--- config.mk ---
export PLATFORM = sky130hd
export DESIGN_NAME = hazard_control_unit
export DESIGN_NICKNAME = d
export VERILOG_FILES = /design/src/rtl/hazard_pkg.sv /design/src/rtl/hazard_stage_reg.sv /design/src/rtl/hazard_control_unit.sv
export SDC_FILE = /design/constraint.sdc
export NUM_CORES = 1
export LEC_CHECK = 0
export CAP_MARGIN = 10
export CORE_ASPECT_RATIO = 0.5
export CORE_MARGIN = 5
export CORE_UTILIZATION = 46
export CTS_CLUSTER_SIZE = 8
export DETAILED_ROUTE_END_ITERATION = 10
export PLACE_DENSITY_LB_ADDON = 0.12
export SYNTH_ARGS = -nofsm -noshare
export SYNTH_HDL_FRONTEND = slang
export SYNTH_SLANG_ARGS = --single-unit
--- constraint.sdc ---
create_clock -name clk -period 2.3 [get_ports clk]
set_clock_uncertainty 0.05 [all_clocks]
set_input_delay 0.46 -clock clk [delete_from_list [all_inputs] [get_ports clk]]
set_output_delay 0.46 -clock clk [all_outputs]
set_load 0.005 [all_outputs]
--- src/rtl/hazard_pkg.sv ---
// ---------------------------------------------------------------------------
// hazard_pkg
// Shared types and constants for the hazard/forwarding control slice.
//   stage_tag_t : destination tag carried down EX, MEM and WB
//   BUBBLE_TAG  : tag value of an empty (NOP) stage
//   ZERO_REG    : architectural zero register, never a forwarding source
//   hz_state_t  : control FSM states
// ---------------------------------------------------------------------------
package hazard_pkg;

  localparam logic [4:0] ZERO_REG = 5'd31;

  typedef struct packed {
    logic [4:0] rd;
    logic       reg_write;
    logic       mem_read;
    logic       mem_access;
  } stage_tag_t;

  typedef enum logic {
    RUN     = 1'b0,
    MEMWAIT = 1'b1
  } hz_state_t;

  // Builds the empty-stage tag for a given zero register, so a top level that
  // overrides its zero register still gets consistent bubbles.
  function automatic stage_tag_t make_bubble(input logic [4:0] zero_reg);
    stage_tag_t t;
    t.rd         = zero_reg;
    t.reg_write  = 1'b0;
    t.mem_read   = 1'b0;
    t.mem_access = 1'b0;
    return t;
  endfunction

  localparam stage_tag_t BUBBLE_TAG = make_bubble(ZERO_REG);

endpackage

--- src/rtl/hazard_stage_reg.sv ---
// ---------------------------------------------------------------------------
// hazard_stage_reg
// One pipeline tag register with hold (freeze) and bubble (insert NOP)
// controls. Hold wins over bubble; reset always loads the bubble value.
//   clk, reset : clock and synchronous active-high reset
//   hold       : keep the current tag
//   bubble     : load BUBBLE_VAL instead of tag_in
//   tag_in     : tag from the previous stage
//   tag_q      : registered tag
// ---------------------------------------------------------------------------
module hazard_stage_reg
  import hazard_pkg::*;
#(
  parameter stage_tag_t BUBBLE_VAL = BUBBLE_TAG
) (
  input  logic       clk,
  input  logic       reset,
  input  logic       hold,
  input  logic       bubble,
  input  stage_tag_t tag_in,
  output stage_tag_t tag_q
);

  stage_tag_t tag_d;

  always_comb begin
    tag_d = tag_q;
    if (!hold) begin
      tag_d = bubble ? BUBBLE_VAL : tag_in;
    end
  end

  always_ff @(posedge clk) begin
    if (reset) begin
      tag_q <= BUBBLE_VAL;
    end else begin
      tag_q <= tag_d;
    end
  end

endmodule

--- src/rtl/hazard_control_unit.sv ---
// ---------------------------------------------------------------------------
// hazard_control_unit
// Carries destination tags down EX/MEM/WB for the forwarding mux control,
// inserts one bubble per load-use hazard, freezes the pipeline while data
// memory is busy, and squashes IF/ID on a taken branch.
//   Inputs : clk, reset, ID-stage tags (Rd/RegWrite/MemRead/MemAccess),
//            ID source registers and use flags, branch_taken, mem_ready
//   Outputs: registered EX/MEM/WB tags, pc_write, ifid_write, ifid_flush,
//            idex_bubble (all combinational), sticky mem_timeout,
//            saturating stall_count
// ---------------------------------------------------------------------------
module hazard_control_unit #(
  parameter logic [4:0] ZERO_REG = hazard_pkg::ZERO_REG,
  parameter int         TIMEOUT  = 16,
  parameter int         CNT_W    = 16
) (
  input  logic             clk,
  input  logic             reset,
  input  logic [4:0]       Rd_ID,
  input  logic             RegWrite_ID,
  input  logic             MemRead_ID,
  input  logic             MemAccess_ID,
  input  logic [4:0]       AddrA_ID,
  input  logic [4:0]       AddrB_ID,
  input  logic             UsesA_ID,
  input  logic             UsesB_ID,
  input  logic             branch_taken,
  input  logic             mem_ready,
  output logic [4:0]       Rd_EX,
  output logic [4:0]       Rd_MEM,
  output logic [4:0]       Rd_WB,
  output logic             RegWrite_EX,
  output logic             RegWrite_MEM,
  output logic             RegWrite_WB,
  output logic             MemRead_EX,
  output logic             pc_write,
  output logic             ifid_write,
  output logic             ifid_flush,
  output logic             idex_bubble,
  output logic             mem_timeout,
  output logic [CNT_W-1:0] stall_count
);

  import hazard_pkg::*;

  localparam int         WAIT_W     = $clog2(TIMEOUT + 1);
  localparam stage_tag_t BUBBLE_VAL = make_bubble(ZERO_REG);

  // Stage index 0 = EX, 1 = MEM, 2 = WB.
  stage_tag_t id_tag;
  stage_tag_t stage_in [3];
  stage_tag_t stage_q  [3];

  logic load_use;
  logic mem_wait;
  logic stage_hold;

  hz_state_t         state_q, state_d;
  logic [WAIT_W-1:0] wait_cnt_q, wait_cnt_d;
  logic              mem_timeout_q, mem_timeout_d;
  logic [CNT_W-1:0]  stall_count_q, stall_count_d;

  assign id_tag = '{rd: Rd_ID, reg_write: RegWrite_ID,
                    mem_read: MemRead_ID, mem_access: MemAccess_ID};

  generate
    for (genvar gi = 0; gi < 3; gi++) begin : g_stage
      if (gi == 0) begin : g_src_id
        assign stage_in[gi] = id_tag;
      end else begin : g_src_prev
        assign stage_in[gi] = stage_q[gi-1];
      end

      hazard_stage_reg #(
        .BUBBLE_VAL (BUBBLE_VAL)
      ) u_stage (
        .clk    (clk),
        .reset  (reset),
        .hold   (stage_hold),
        .bubble ((gi == 0) ? idex_bubble : 1'b0),
        .tag_in (stage_in[gi]),
        .tag_q  (stage_q[gi])
      );
    end
  endgenerate

  // Hazard detection. A load targeting the zero register never stalls,
  // since nothing real is produced for the consumer to wait on.
  always_comb begin
    load_use = stage_q[0].mem_read & stage_q[0].reg_write &
               (stage_q[0].rd != ZERO_REG) &
               ((UsesA_ID & (AddrA_ID == stage_q[0].rd)) |
                (UsesB_ID & (AddrB_ID == stage_q[0].rd)));
    mem_wait = stage_q[1].mem_access & ~mem_ready;
  end

  // Pipeline control, priority reset > mem_wait > branch > load_use.
  // A branch squashes the load-use consumer, so no stall is needed then.
  always_comb begin
    pc_write    = 1'b1;
    ifid_write  = 1'b1;
    ifid_flush  = 1'b0;
    idex_bubble = 1'b0;
    stage_hold  = 1'b0;
    if (!reset) begin
      if (mem_wait) begin
        pc_write   = 1'b0;
        ifid_write = 1'b0;
        stage_hold = 1'b1;
      end else if (branch_taken) begin
        ifid_flush  = 1'b1;
        idex_bubble = 1'b1;
      end else if (load_use) begin
        pc_write    = 1'b0;
        ifid_write  = 1'b0;
        idex_bubble = 1'b1;
      end
    end
  end

  // Memory-wait FSM. The wait counter holds the number of stalled cycles of
  // the current access: the first frozen cycle (still in RUN) counts as one.
  always_comb begin
    state_d       = state_q;
    wait_cnt_d    = wait_cnt_q;
    mem_timeout_d = mem_timeout_q;
    stall_count_d = stall_count_q;

    case (state_q)
      RUN: begin
        wait_cnt_d = '0;
        if (mem_wait) begin
          state_d    = MEMWAIT;
          wait_cnt_d = WAIT_W'(1);
        end
      end
      MEMWAIT: begin
        if (mem_ready) begin
          state_d    = RUN;
          wait_cnt_d = '0;
        end else if (wait_cnt_q != WAIT_W'(TIMEOUT)) begin
          wait_cnt_d = wait_cnt_q + WAIT_W'(1);
        end
      end
      default: begin
        state_d    = RUN;
        wait_cnt_d = '0;
      end
    endcase

    // The FSM keeps waiting after a timeout; the flag only reports it.
    if (wait_cnt_d == WAIT_W'(TIMEOUT)) begin
      mem_timeout_d = 1'b1;
    end

    if (!pc_write && !(&stall_count_q)) begin
      stall_count_d = stall_count_q + CNT_W'(1);
    end
  end

  always_ff @(posedge clk) begin
    if (reset) begin
      state_q       <= RUN;
      wait_cnt_q    <= '0;
      mem_timeout_q <= 1'b0;
      stall_count_q <= '0;
    end else begin
      state_q       <= state_d;
      wait_cnt_q    <= wait_cnt_d;
      mem_timeout_q <= mem_timeout_d;
      stall_count_q <= stall_count_d;
    end
  end

  assign Rd_EX        = stage_q[0].rd;
  assign Rd_MEM       = stage_q[1].rd;
  assign Rd_WB        = stage_q[2].rd;
  assign RegWrite_EX  = stage_q[0].reg_write;
  assign RegWrite_MEM = stage_q[1].reg_write;
  assign RegWrite_WB  = stage_q[2].reg_write;
  assign MemRead_EX   = stage_q[0].mem_read;
  assign mem_timeout  = mem_timeout_q;
  assign stall_count  = stall_count_q;

endmodule

==> summary.txt <==
Slew headroom: 68.9%
Number of primary I/O pins: 64
Worst slack at placement: -0.355 ns
CTS tree: yes
Total global routing overflow: 0
Largest net degree at the start of global routing: 17
Number of flip-flops and latches in the synthesized netlist: 44
Drt first pass iters: 4
Number of vias after detailed routing: 1812
Source-to-sink clock delay at the later pin of the worst-skew pair: 0.29 ns
Remaining antenna violation count: 0
Per-cell routed wire length: 14.0 um
Synthesized net count: 246
Endpoint of the worst register-to-register path: stall_count[15]$_SDFFE_PP0P_
Worst R2R Setup Slack: 0.14 ns
Share of cell area taken by muxes after synthesis: 1.69%
Share of synthesized cell area in full adder, half adder and majority cells: 1.81%
PnR worst setup slack: 0.0416 ns
Cell internal power dissipation: 1.07 mW
Tcrit/Tclk final: 98.2%
Post-synthesis share of cell area spent on and, or, nand and nor gates: 18.9%
Number of clock sinks seen by CTS: 44
Proportion of synthesized chip area in sequential cells: 42.5%
First-pass GRT wire length: 8410 um
Switching part of the total: 22.3%
Slew Viols, Final: 0
Type of the setup path with the least slack: primary input to output pin
Critical path, cell by cell: clkdlybuf4s50_1 > xnor2_1 > nand4_1 > o22ai_2 > buf_4 > a31oi_2 > buf_2
Clock H-tree levels: 2
Number of buffers inserted by port buffering: 63
Netlist area before placement: 2070 um2
Floorplan die width: 105 um
Root buffer cell: sky130_fd_sc_hd__clkbuf_8
Storage element area: 885 um2
Total detailed-routing wirelength: 4930 um
Clock edge transition at the registers on the reported setup and hold paths: 0.08 ns
Initial antenna violation count: 0
Count of yosys warnings during synthesis: 0
Number of maximum-capacitance constraint violations: 0
Drc violations: 0
Syn Inst Count: 219
Worst r2r path cells: 7
Violation count after the first detailed-route iteration: 72
Design Power: 1.38 mW
Transition time of the tightest slew-check pin: 0.459 ns
Number of hold buffers added after cts: 0
Hold path depth: 1
HPWL reported at the end of detailed placement: 3740 um
XOR/XNOR Fraction of Synth Area: 6.76%
Overall die area: 6030 um2
Worst Hold Endpoint: g_stage[2].u_stage.tag_q[7]$_SDFFE_PP1N_
Startpoint of the lowest-slack register-to-register path: g_stage[0].u_stage.tag_q[5]$_SDFFE_PP1N_
Highest cell delay on the worst timing path: 0.47 ns
Arrival time at the worst endpoint: 1.75 ns
Setup violation total in the final timing report: 0
Tmin final: 2.26 ns
Status: finished, final reports clean
GRT Overall Usage: 16.7%
Master of the slowest instance on the critical path: sky130_fd_sc_hd__clkdlybuf4s50_1
Standard cell core area: 4380 um2
Class of the worst hold path: register to register
Initial standard-cell utilization of the core: 47.3%
Cell Area, Placed: 2820 um2
Maximum clock insertion buffer count: 2
Leakage power: 1.13 nW
Routability congestion estimate from global placement: 0.774
Fraction of power consumed by the clock network: 32.5%
Switching power summed over all nets: 0.308 mW
Area growth, synth to finish: 42.3%
Synth cell types: 47
Type of element launching the critical path: primary input
Vertical die dimension: 57.5 um
Compound-Gate Fraction of Synth Area: 19.8%
Critical Path RT: 1.79 ns
Antenna cells: 0
Crit end category: output pin
Mean cell area of the mapped netlist: 9.47 um2
Highest ir drop seen on vdd: 353 uV
Largest fanout on the critical path: 2
Routed vias/inst: 5.13
Register share of total power: 57.0%
Share of power burned in combinational logic: 10.5%
Fraction of layout instances using a drive strength above 1: 19.6%
Via count of the first global-routing pass: 1895
Highest Clock Rate: 0.443 GHz
Placement Rows: 17
Count of nets after finishing: 323
Hold path start: g_stage[2].u_stage.tag_q[7]$_SDFFE_PP1N_
Ratio of total power to cell area: 468 nW/um2
Cts bufs inserted: 5
Combined area of the multi-input logic cells: 1050 um2
Post-route design area: 2950 um2
Combinational family with the most area after synthesis: compound AO/OA/AOI/OAI gates
Final-report hold violation count: 0
Number of filler instances in the final layout: 375
worst max path at each step:
stage / from / to / slack, ns / cells after the start
CTS: AddrB_ID[4] / idex_bubble / 0.01 / 7
global route: stall_count[0]$_SDFFE_PP0P_ / stall_count[1]$_SDFFE_PP0P_ / -0.01 / 9
finish: AddrB_ID[2] / pc_write / 0.04 / 7
global placement: AddrA_ID[0] / idex_bubble / -0.29 / 7
floorplan: stall_count[0]$_SDFFE_PP0P_ / stall_count[1]$_SDFFE_PP0P_ / 0.18 / 9
detailed placement: AddrB_ID[3] / idex_bubble / -0.36 / 7
routing by layer:
metal	wire length, um	vias to the layer above	part of all wire, %	global-route usage [%]
met4	29	0	0.59	3.46
met1	2240	832	45	20.0
met2	2340	37	47	29.2
met5	0	-	0	0
met3	325	4	6.6	6.21
li1	-	939	-	-
cells in the final DEF, fill, tap and decap left out, drive strengths merged, types with 3 or more instances in the layout:
| cell type | n |
|---|---|
| clkbuf | 7 |
| o21ai | 9 |
| nor2 | 12 |
| dfxtp | 44 |
| nor3 | 4 |
| o31ai | 3 |
| ha | 3 |
| buf | 29 |
| or4 | 4 |
| a21oi | 11 |
| nand4 | 4 |
| a22o | 5 |
| a31oi | 3 |
| xnor2 | 12 |
| or3 | 8 |
| nand2 | 12 |
| clkdlybuf4s50 | 50 |
| and3 | 4 |
| o22a | 15 |
| dlymetal6s2s | 8 |
| inv | 8 |
| and2 | 3 |
| xor2 | 4 |
| nand3 | 9 |
registers in the layout (all words and copies together), names as in the netlist:
name and cells:
wait_cnt_q 5, stall_count 16, mem_timeout 1, state_q 1
g_stage.u_stage.tag_q 21
cell usage after synthesis, drive strengths merged:
cell / number / area (um2)
nor4b: 1 / 8.76
a21oi: 11 / 70.1
buf: 18 / 141
o311a: 1 / 10.0
mux2i: 2 / 20.0
or2: 1 / 6.26
o31a: 2 / 17.5
o311ai: 1 / 8.76
nor2b: 2 / 12.5
and2: 3 / 18.8
nor3b: 1 / 7.51
nand2b: 2 / 12.5
xor2: 4 / 35.0
o21a: 2 / 15.0
o41ai: 1 / 8.76
a22o: 5 / 43.8
inv: 8 / 30.0
mux2: 1 / 15.0
nand4: 4 / 31.3
nor3: 4 / 25.0
dfxtp: 44 / 881
nand2: 12 / 45.0
and4: 1 / 11.3
ha: 3 / 37.5
o22a: 15 / 131
nor2: 12 / 45.0
clkbuf: 2 / 7.51
nor4: 2 / 12.5
or4: 4 / 30.0
a22oi: 1 / 12.5
o22ai: 1 / 6.26
nand3: 9 / 50.1
xnor2: 12 / 105
a31oi: 3 / 18.8
o21ai: 9 / 45.0
or3: 8 / 50.1
o31ai: 3 / 22.5
and3: 4 / 25.0
power by group through the flow:
stage / combinational [mW] / sequential (mW) / clock, mW
2_1_floorplan: 0.0635 / 0.803 / 0
3_3_place_gp: 0.145 / 0.806 / 0
3_5_place_dp: 0.147 / 0.806 / 0
4_1_cts: 0.148 / 0.788 / 0.466
5_1_grt: 0.158 / 0.790 / 0.506
6_report: 0.145 / 0.788 / 0.449
area by class of cell:
class / count / share of cell area (%)
Timing Repair Buffer: 90 / 28.4
Clock buffer: 6 / 2.46
Sequential cell: 44 / 30.0
Inverter: 8 / 1.02
Tap cell: 57 / 2.42
Clock inverter: 1 / 0.170
Multi-Input combinational cell: 147 / 35.5
through the flow:
step / cells / utilization (%) / hold WS, ns / TNS (ns)
after detailed placement: 344 / 64.2 / 0.404 / -3.55
after CTS: 352 / 66.2 / 0.423 / 0
final: 353 / 67.4 / 0.417 / 0
after global placement: 344 / 64.2 / 0.396 / -2.41
after global routing: 353 / 67.4 / 0.452 / -0.0258
after floorplan: 219 / - / 0.391 / 0
cell families (layout without fill, tap and decap cells):
logic type,count (synthesis),in the layout
fa+ha+maj,3,3
flops,44,44
buf+inv,28,105
mux,3,3
simple gates,70,70
xor+xnor,16,16
compound gates,55,55
worst max-delay path, delay by kind of cell:
family,cells,cell delay [ns]
AOI/OAI and AO/OA,2,0.27
xor gates and xnor gates,1,0.12
buffers and inverters,3,0.77
and+or+nand+nor,1,0.12
timing repair:
action | CTS | global route
gates resized for setup | 15 | 18
setup buffers | 1 | 1
setup endpoints to repair | 4 | 10
pin swaps | 2 | 11
No activity file was read; power rests on OpenSTA's default activity.
